File: src/rtl/missile_bank_if.sv
// missile_bank bus: ship/alien inputs, missile/alien-state outputs.
// Parameters must match the missile_bank instance they connect to.
interface missile_bank_if #(
    parameter int NUM_MISSILES = 3,
    parameter int NUM_ALIENS   = 12
);
    logic [7:0]                 keycode;
    logic [9:0]                 ShipX;
    logic [10*NUM_ALIENS-1:0]   AlienX;
    logic [10*NUM_ALIENS-1:0]   AlienY;
    logic                       clear_hits;
    logic [10*NUM_MISSILES-1:0] MissileX;
    logic [10*NUM_MISSILES-1:0] MissileY;
    logic [NUM_MISSILES-1:0]    missile_active;
    logic [NUM_ALIENS-1:0]      alien_hit;
    logic [NUM_ALIENS-1:0]      hit_pulse;
    logic                       all_dead;

    modport master (
        output keycode, ShipX, AlienX, AlienY, clear_hits,
        input  MissileX, MissileY, missile_active,
        input  alien_hit, hit_pulse, all_dead
    );

    modport slave (
        input  keycode, ShipX, AlienX, AlienY, clear_hits,
        output MissileX, MissileY, missile_active,
        output alien_hit, hit_pulse, all_dead
    );
endinterface

File: src/rtl/missile_bank.sv
// Player missile engine: launch, flight, alien collision, hit state.
// All state advances once per frame_clk (vertical sync tick).
module missile_bank #(
    parameter int         NUM_MISSILES = 3,
    parameter int         NUM_ALIENS   = 12,
    parameter int         MISSILE_W    = 3,
    parameter int         MISSILE_H    = 6,
    parameter int         ALIEN_SIZE   = 25,
    parameter int         SPEED        = 4,
    parameter int         Y_START      = 434,
    parameter int         Y_TOP        = 6,
    parameter int         X_OFFSET     = 17,
    parameter int         COOLDOWN     = 8,
    parameter logic [7:0] FIRE_KEY     = 8'h2c
) (
    input logic           frame_clk,
    input logic           Reset,
    missile_bank_if.slave bus
);

    localparam logic [9:0]  X_START_RESET = 10'd337;
    localparam logic [9:0]  YS = 10'(Y_START);
    localparam logic [9:0]  YT = 10'(Y_TOP);
    localparam logic [9:0]  SP = 10'(SPEED);
    localparam logic [9:0]  XO = 10'(X_OFFSET);
    localparam logic [10:0] MW = 11'(MISSILE_W);
    localparam logic [10:0] MH = 11'(MISSILE_H);
    localparam logic [10:0] AS = 11'(ALIEN_SIZE);
    localparam int          CW = $clog2(COOLDOWN + 2);
    localparam logic [CW-1:0] CD_LOAD = CW'(COOLDOWN);

    logic [9:0]              mx_q [NUM_MISSILES];
    logic [9:0]              my_q [NUM_MISSILES];
    logic [9:0]              mx_d [NUM_MISSILES];
    logic [9:0]              my_d [NUM_MISSILES];
    logic [NUM_MISSILES-1:0] act_q, act_d;
    logic [NUM_ALIENS-1:0]   hit_q, hit_d;
    logic [NUM_ALIENS-1:0]   pulse_q, pulse_d;
    logic [CW-1:0]           cd_q, cd_d;
    logic                    fire_prev_q;

    logic                    fire_now;
    logic                    launch_req;
    logic                    do_launch;
    logic                    taken;
    logic                    hit_one;
    logic [NUM_ALIENS-1:0]   claimed;
    logic [9:0]              park_x;
    logic [10:0]             ax, ay, mx11, my11;

    // Per-frame next state: launch, retire, collide (lowest slot and
    // lowest alien first), or move up.
    always_comb begin
        fire_now   = (bus.keycode == FIRE_KEY);
        launch_req = fire_now & ~fire_prev_q;
        park_x     = bus.ShipX + XO;
        do_launch  = launch_req && (cd_q == '0) && !(&act_q);
        taken      = 1'b0;
        hit_one    = 1'b0;
        claimed    = '0;
        ax         = '0;
        ay         = '0;
        mx11       = '0;
        my11       = '0;
        act_d      = act_q;

        if (do_launch) begin
            cd_d = CD_LOAD;
        end else if (cd_q != '0) begin
            cd_d = cd_q - CW'(1);
        end else begin
            cd_d = cd_q;
        end

        for (int i = 0; i < NUM_MISSILES; i++) begin
            mx_d[i] = mx_q[i];
            my_d[i] = my_q[i];
            if (!act_q[i]) begin
                mx_d[i]  = park_x;
                my_d[i]  = YS;
                act_d[i] = 1'b0;
                if (do_launch && !taken) begin
                    act_d[i] = 1'b1;
                    taken    = 1'b1;
                end
            end else if (my_q[i] <= YT || my_q[i] < SP) begin
                mx_d[i]  = park_x;
                my_d[i]  = YS;
                act_d[i] = 1'b0;
            end else begin
                hit_one = 1'b0;
                mx11    = {1'b0, mx_q[i]};
                my11    = {1'b0, my_q[i]};
                if (!bus.clear_hits) begin
                    for (int j = 0; j < NUM_ALIENS; j++) begin
                        ax = {1'b0, bus.AlienX[10*j +: 10]};
                        ay = {1'b0, bus.AlienY[10*j +: 10]};
                        if (!hit_one && !hit_q[j] && !claimed[j] &&
                            (mx11 + MW > ax) && (mx11 < ax + AS) &&
                            (my11 + MH > ay) && (my11 < ay + AS)) begin
                            claimed[j] = 1'b1;
                            hit_one    = 1'b1;
                        end
                    end
                end
                if (hit_one) begin
                    mx_d[i]  = park_x;
                    my_d[i]  = YS;
                    act_d[i] = 1'b0;
                end else begin
                    my_d[i] = my_q[i] - SP;
                end
            end
        end

        if (bus.clear_hits) begin
            hit_d   = '0;
            pulse_d = '0;
        end else begin
            hit_d   = hit_q | claimed;
            pulse_d = claimed;
        end
    end

    // Frame state register; reset parks every slot with no pulses.
    always_ff @(posedge frame_clk or posedge Reset) begin
        if (Reset) begin
            for (int i = 0; i < NUM_MISSILES; i++) begin
                mx_q[i] <= X_START_RESET;
                my_q[i] <= YS;
            end
            act_q       <= '0;
            hit_q       <= '0;
            pulse_q     <= '0;
            cd_q        <= '0;
            fire_prev_q <= 1'b0;
        end else begin
            for (int i = 0; i < NUM_MISSILES; i++) begin
                mx_q[i] <= mx_d[i];
                my_q[i] <= my_d[i];
            end
            act_q       <= act_d;
            hit_q       <= hit_d;
            pulse_q     <= pulse_d;
            cd_q        <= cd_d;
            fire_prev_q <= fire_now;
        end
    end

    for (genvar g = 0; g < NUM_MISSILES; g++) begin : g_out
        assign bus.MissileX[10*g +: 10] = mx_q[g];
        assign bus.MissileY[10*g +: 10] = my_q[g];
    end

    assign bus.missile_active = act_q;
    assign bus.alien_hit      = hit_q;
    assign bus.hit_pulse      = pulse_q;
    assign bus.all_dead       = &hit_q;

endmodule

File: src/flat_wrapper.sv
// flat-port wrapper written by rule: the top's interface ports become plain ports
module missile_bank_flat 
#(
    parameter int         NUM_MISSILES = 3,
    parameter int         NUM_ALIENS   = 12,
    parameter int         MISSILE_W    = 3,
    parameter int         MISSILE_H    = 6,
    parameter int         ALIEN_SIZE   = 25,
    parameter int         SPEED        = 4,
    parameter int         Y_START      = 434,
    parameter int         Y_TOP        = 6,
    parameter int         X_OFFSET     = 17,
    parameter int         COOLDOWN     = 8,
    parameter logic [7:0] FIRE_KEY     = 8'h2c
)
  (frame_clk, Reset, bus_keycode, bus_ShipX, bus_AlienX, bus_AlienY, bus_clear_hits, bus_MissileX, bus_MissileY, bus_missile_active, bus_alien_hit, bus_hit_pulse, bus_all_dead);
  missile_bank_if #(.NUM_MISSILES(NUM_MISSILES), .NUM_ALIENS(NUM_ALIENS)) bus_i ();
  input logic frame_clk;
  input logic Reset;
  input wire logic [$bits(bus_i.keycode)-1:0] bus_keycode;
  input wire logic [$bits(bus_i.ShipX)-1:0] bus_ShipX;
  input wire logic [$bits(bus_i.AlienX)-1:0] bus_AlienX;
  input wire logic [$bits(bus_i.AlienY)-1:0] bus_AlienY;
  input wire logic [$bits(bus_i.clear_hits)-1:0] bus_clear_hits;
  output wire logic [$bits(bus_i.MissileX)-1:0] bus_MissileX;
  output wire logic [$bits(bus_i.MissileY)-1:0] bus_MissileY;
  output wire logic [$bits(bus_i.missile_active)-1:0] bus_missile_active;
  output wire logic [$bits(bus_i.alien_hit)-1:0] bus_alien_hit;
  output wire logic [$bits(bus_i.hit_pulse)-1:0] bus_hit_pulse;
  output wire logic [$bits(bus_i.all_dead)-1:0] bus_all_dead;
  assign bus_i.keycode = bus_keycode;
  assign bus_i.ShipX = bus_ShipX;
  assign bus_i.AlienX = bus_AlienX;
  assign bus_i.AlienY = bus_AlienY;
  assign bus_i.clear_hits = bus_clear_hits;
  assign bus_MissileX = bus_i.MissileX;
  assign bus_MissileY = bus_i.MissileY;
  assign bus_missile_active = bus_i.missile_active;
  assign bus_alien_hit = bus_i.alien_hit;
  assign bus_hit_pulse = bus_i.hit_pulse;
  assign bus_all_dead = bus_i.all_dead;
  missile_bank #(.NUM_MISSILES(NUM_MISSILES), .NUM_ALIENS(NUM_ALIENS), .MISSILE_W(MISSILE_W), .MISSILE_H(MISSILE_H), .ALIEN_SIZE(ALIEN_SIZE), .SPEED(SPEED), .Y_START(Y_START), .Y_TOP(Y_TOP), .X_OFFSET(X_OFFSET), .COOLDOWN(COOLDOWN), .FIRE_KEY(FIRE_KEY)) u_core (.frame_clk(frame_clk), .Reset(Reset), .bus(bus_i));
endmodule
File: config.mk
export PLATFORM = sky130hd
export DESIGN_NAME = missile_bank_flat
export DESIGN_NICKNAME = d
export VERILOG_FILES = /design/src/rtl/missile_bank_if.sv /design/src/rtl/missile_bank.sv /design/src/flat_wrapper.sv
export SDC_FILE = /design/constraint.sdc
export NUM_CORES = 2
export LEC_CHECK = 0
export BUFFER_PORTS_ARGS = -buffer_cell sky130_fd_sc_hd__buf_2
export CORE_ASPECT_RATIO = 1.25
export CORE_MARGIN = 2
export CORE_UTILIZATION = 58
export CTS_CLUSTER_DIAMETER = 120
export DETAILED_ROUTE_END_ITERATION = 16
export PLACE_DENSITY = 0.81
export SYNTH_ARGS = -nofsm -noshare
export SYNTH_HDL_FRONTEND = slang
export SYNTH_SLANG_ARGS = --single-unit
File: constraint.sdc
create_clock -name frame_clk -period 6.3 [get_ports frame_clk]
set_input_delay 0.945 -clock frame_clk [delete_from_list [all_inputs] [get_ports frame_clk]]
set_output_delay 0.945 -clock frame_clk [all_outputs]
set_load 0.01 [all_outputs]
==> flow_summary.json <==
{
  "cp.arrival_ns": 6.39,
  "tns_ns": 0,
  "finClkSkew_ns": 0.00993,
  "placed_cell_area_um2": 43600,
  "slowest_stage": "dfstp_2",
  "ys_seq_area_share_pct": 5.77,
  "final_nets": 6930,
  "die_h_um": 295,
  "tightest_slew_ns": 1.09,
  "setup_viol": 0,
  "synthXorXnorAreaFrac_pct": 5.45,
  "grt_max_degree": 46,
  "yosysTopAreaCell": "ha_1",
  "async_flop_share_pct": 100,
  "cts_tree": "done",
  "path_max_fanout": 15,
  "wire_per_inst_um": 28.0,
  "fin_area_um2": 43900,
  "finalWirelength_um": 172000,
  "yosys_warnings": 0,
  "synthTopCellsByArea": "ha_1 45%, xnor2_1 4.9%, a21oi_1 4.5%",
  "grt_first_pass_wirelength_um": 249000,
  "ctsResizeCount": 0,
  "grt_usage_pct": 47.6,
  "via_count": 42600,
  "drt_iter0_markers": 4424,
  "final.min_clock_period_ns": 6.09,
  "critical_path.top_delay_family": "compound AO/OA/AOI/OAI gates",
  "ys.flop_type": "dfrtp_1",
  "area_growth_pct": 12.1,
  "ys_seq_elements": 89,
  "ir_drop_v": 0.000379,
  "post-synth-top-count-cell": "ha_1",
  "final_util_pct": 65.7,
  "dp_cells": 6109,
  "synthCells": 4693,
  "rsz0062_at_grt": "false",
  "postCtsSetupRepairBufs": 0,
  "numCtsBuffers": 9,
  "gp_congestion": 1.08,
  "startpoint_type": "flop",
  "drv_slew": 0,
  "grt.overflow.total": 0,
  "fp.dieW_um": 237,
  "powerDensity_nw_per_um2": 217,
  "worst_hold_path_type": "reg2reg",
  "clock_sinks": 89,
  "hold_ws_ns": 0.524,
  "dr.pass1.iters": 6,
  "yosys.area_share.simple_pct": 16.0,
  "synth_edf_count": 0,
  "slowest_delay_ns": 0.54,
  "vias_per_cell": 6.95,
  "clk_pin_slew_ns": 0.07,
  "synth_top_family_by_area": "adder cells",
  "worstPathRequired_ns": 6.59,
  "rows": 106,
  "cts_buffer_depth": 2,
  "outcome": "finished, final reports clean",
  "path_cells": "buf_4, a21oi_2, nor2_1, xor2_1, buf_4, ha_1, nand3_1, nand2_1, or4_1, a21oi_1, a2111oi_0, buf_4, a21oi_1, buf_4, nand2_1, buf_4, o41ai_2, o21ai_0, a221oi_2, o211ai_4, nor4_4, o21bai_4, or3b_1",
  "final_hold_viol_count": 0,
  "synth_compound_area_share_pct": 23.3,
  "drive_gt1_share_pct": 13.2,
  "synth_fa_ha_area_share_pct": 45.1,
  "postCtsHoldBufs": 0,
  "relSlewSlack_pct": 27.1,
  "grt_pass1_vias": 40600,
  "synth_common_cells": "1413 x ha_1, 351 x a21oi_1, 328 x inv_1",
  "synth.mux.area_fraction_pct": 0.913,
  "hpwlAfterDp_um": 135000,
  "antenna_found_initial": 16,
  "path_class": "reg2reg",
  "root_buffer": "clkbuf_16",
  "endpoint_kind": "flop",
  "initial_core_util_pct": 58.6,
  "cp_common_cell": "buf_4",
  "synth_top_cell_area_share_pct": 45.1,
  "leakagePower_nw": 22.4,
  "fin_cells": 6133,
  "avgSynthCellArea_um2": 8.35,
  "htree_levels": 3,
  "clkLatencyLatePin_ns": 0.37,
  "cap_violations": 0,
  "ioPinCount": 349,
  "core_um2": 66800,
  "portBuffers": 345,
  "drc": 0,
  "syn_area_um2": 39200,
  "synth.distinct_cells": 99,
  "die_area_um2": 69700,
  "max_freq_ghz": 0.164,
  "fin_crit_sh_pct": 96.7,
  "critPathBufInv": 5,
  "ant_nets": 0
}
-- logic make-up after synthesis --
| family | Yosys count |
|---|---|
| buf+inv | 351 |
| flops | 89 |
| other cells | 1 |
| xor+xnor | 244 |
| simple gates | 1191 |
| mux | 29 |
| fa+ha+maj | 1413 |
| compound gates | 1375 |
-- placed cells by master (no fill, tap or decap), types with 100 or more instances in the layout --
master / count
nand4_1: 138
a21oi_1: 350
nand3_1: 153
nand2_1: 232
o21a_1: 128
xnor2_1: 219
nor2_1: 230
nor2b_1: 100
a21o_1: 162
buf_4: 227
buf_2: 345
ha_1: 1413
o21ai_0: 270
inv_1: 327
-- area by class of cell --
type,count,area (µm²)
multi-input cells,4255,35600
fillers,5906,22900
repair buffers,573,3450
flip-flops and latches,89,2260
inverters,328,1230
well taps,864,1080
clock buffers,9,225
clock inverters,7,61.3
diodes,8,20.0
-- registers in the layout (all words and copies together), names as in the netlist --
name	flops
u_core.bus.hit_pulse	12
u_core.bus.MissileY	27
u_core.bus.missile_active	3
u_core.cd_q	4
u_core.bus.alien_hit	12
u_core.fire_prev_q	1
u_core.bus.MissileX	30
-- routing by layer --
metal,global-route usage (%),part of all wire (%),vias up
met5,0,0.069,-
met4,41.7,11,16
met3,12.3,12,1002
met2,72.8,40,2804
met1,55.2,36,19600
li1,-,-,19200
-- power by group --
part / internal, mW / total, mW / switching, mW / leakage, nW
Clock: 0.275 / 0.548 / 0.273 / 0.135
Combinational: 3.14 / 8.13 / 4.99 / 21.2
Sequential: 0.676 / 0.875 / 0.199 / 1.10
Total: 4.09 / 9.55 / 5.46 / 22.4
-- through the flow --
stage	setup WS, ns	total power [mW]
CTS	0.357	9.17
global placement	0.0913	8.37
floorplan	0.397	5.59
detailed placement	0.0121	8.58
global route	0.0430	10.2
finish	0.206	9.55
-- path summary, 6_finish.rpt --
path	startpoint	endpoint	slack, ns	cells after the start
max in group asynchronous	Reset	u_core.bus.MissileX[0]	4.64	3
min in group asynchronous	Reset	u_core.cd_q[2]	0.63	2
max	u_core.bus.MissileY[1]	u_core.bus.MissileY[28]	0.21	23
min reg2reg	u_core.cd_q[0]	u_core.cd_q[0]	0.52	1
max reg2reg	u_core.bus.MissileY[1]	u_core.bus.MissileY[28]	0.21	23
min	u_core.cd_q[0]	u_core.cd_q[0]	0.52	1
-- worst reg2reg max path: cells and delay by family, from the launching register on --
kind,cells,cell delay [ns]
fa+ha+maj,1,0.32
compound gates,9,2.01
buf+inv,5,1.30
simple gates,7,1.66
xor+xnor,1,0.20
flops,1,0.54
Power figures use the tool's default switching activity.
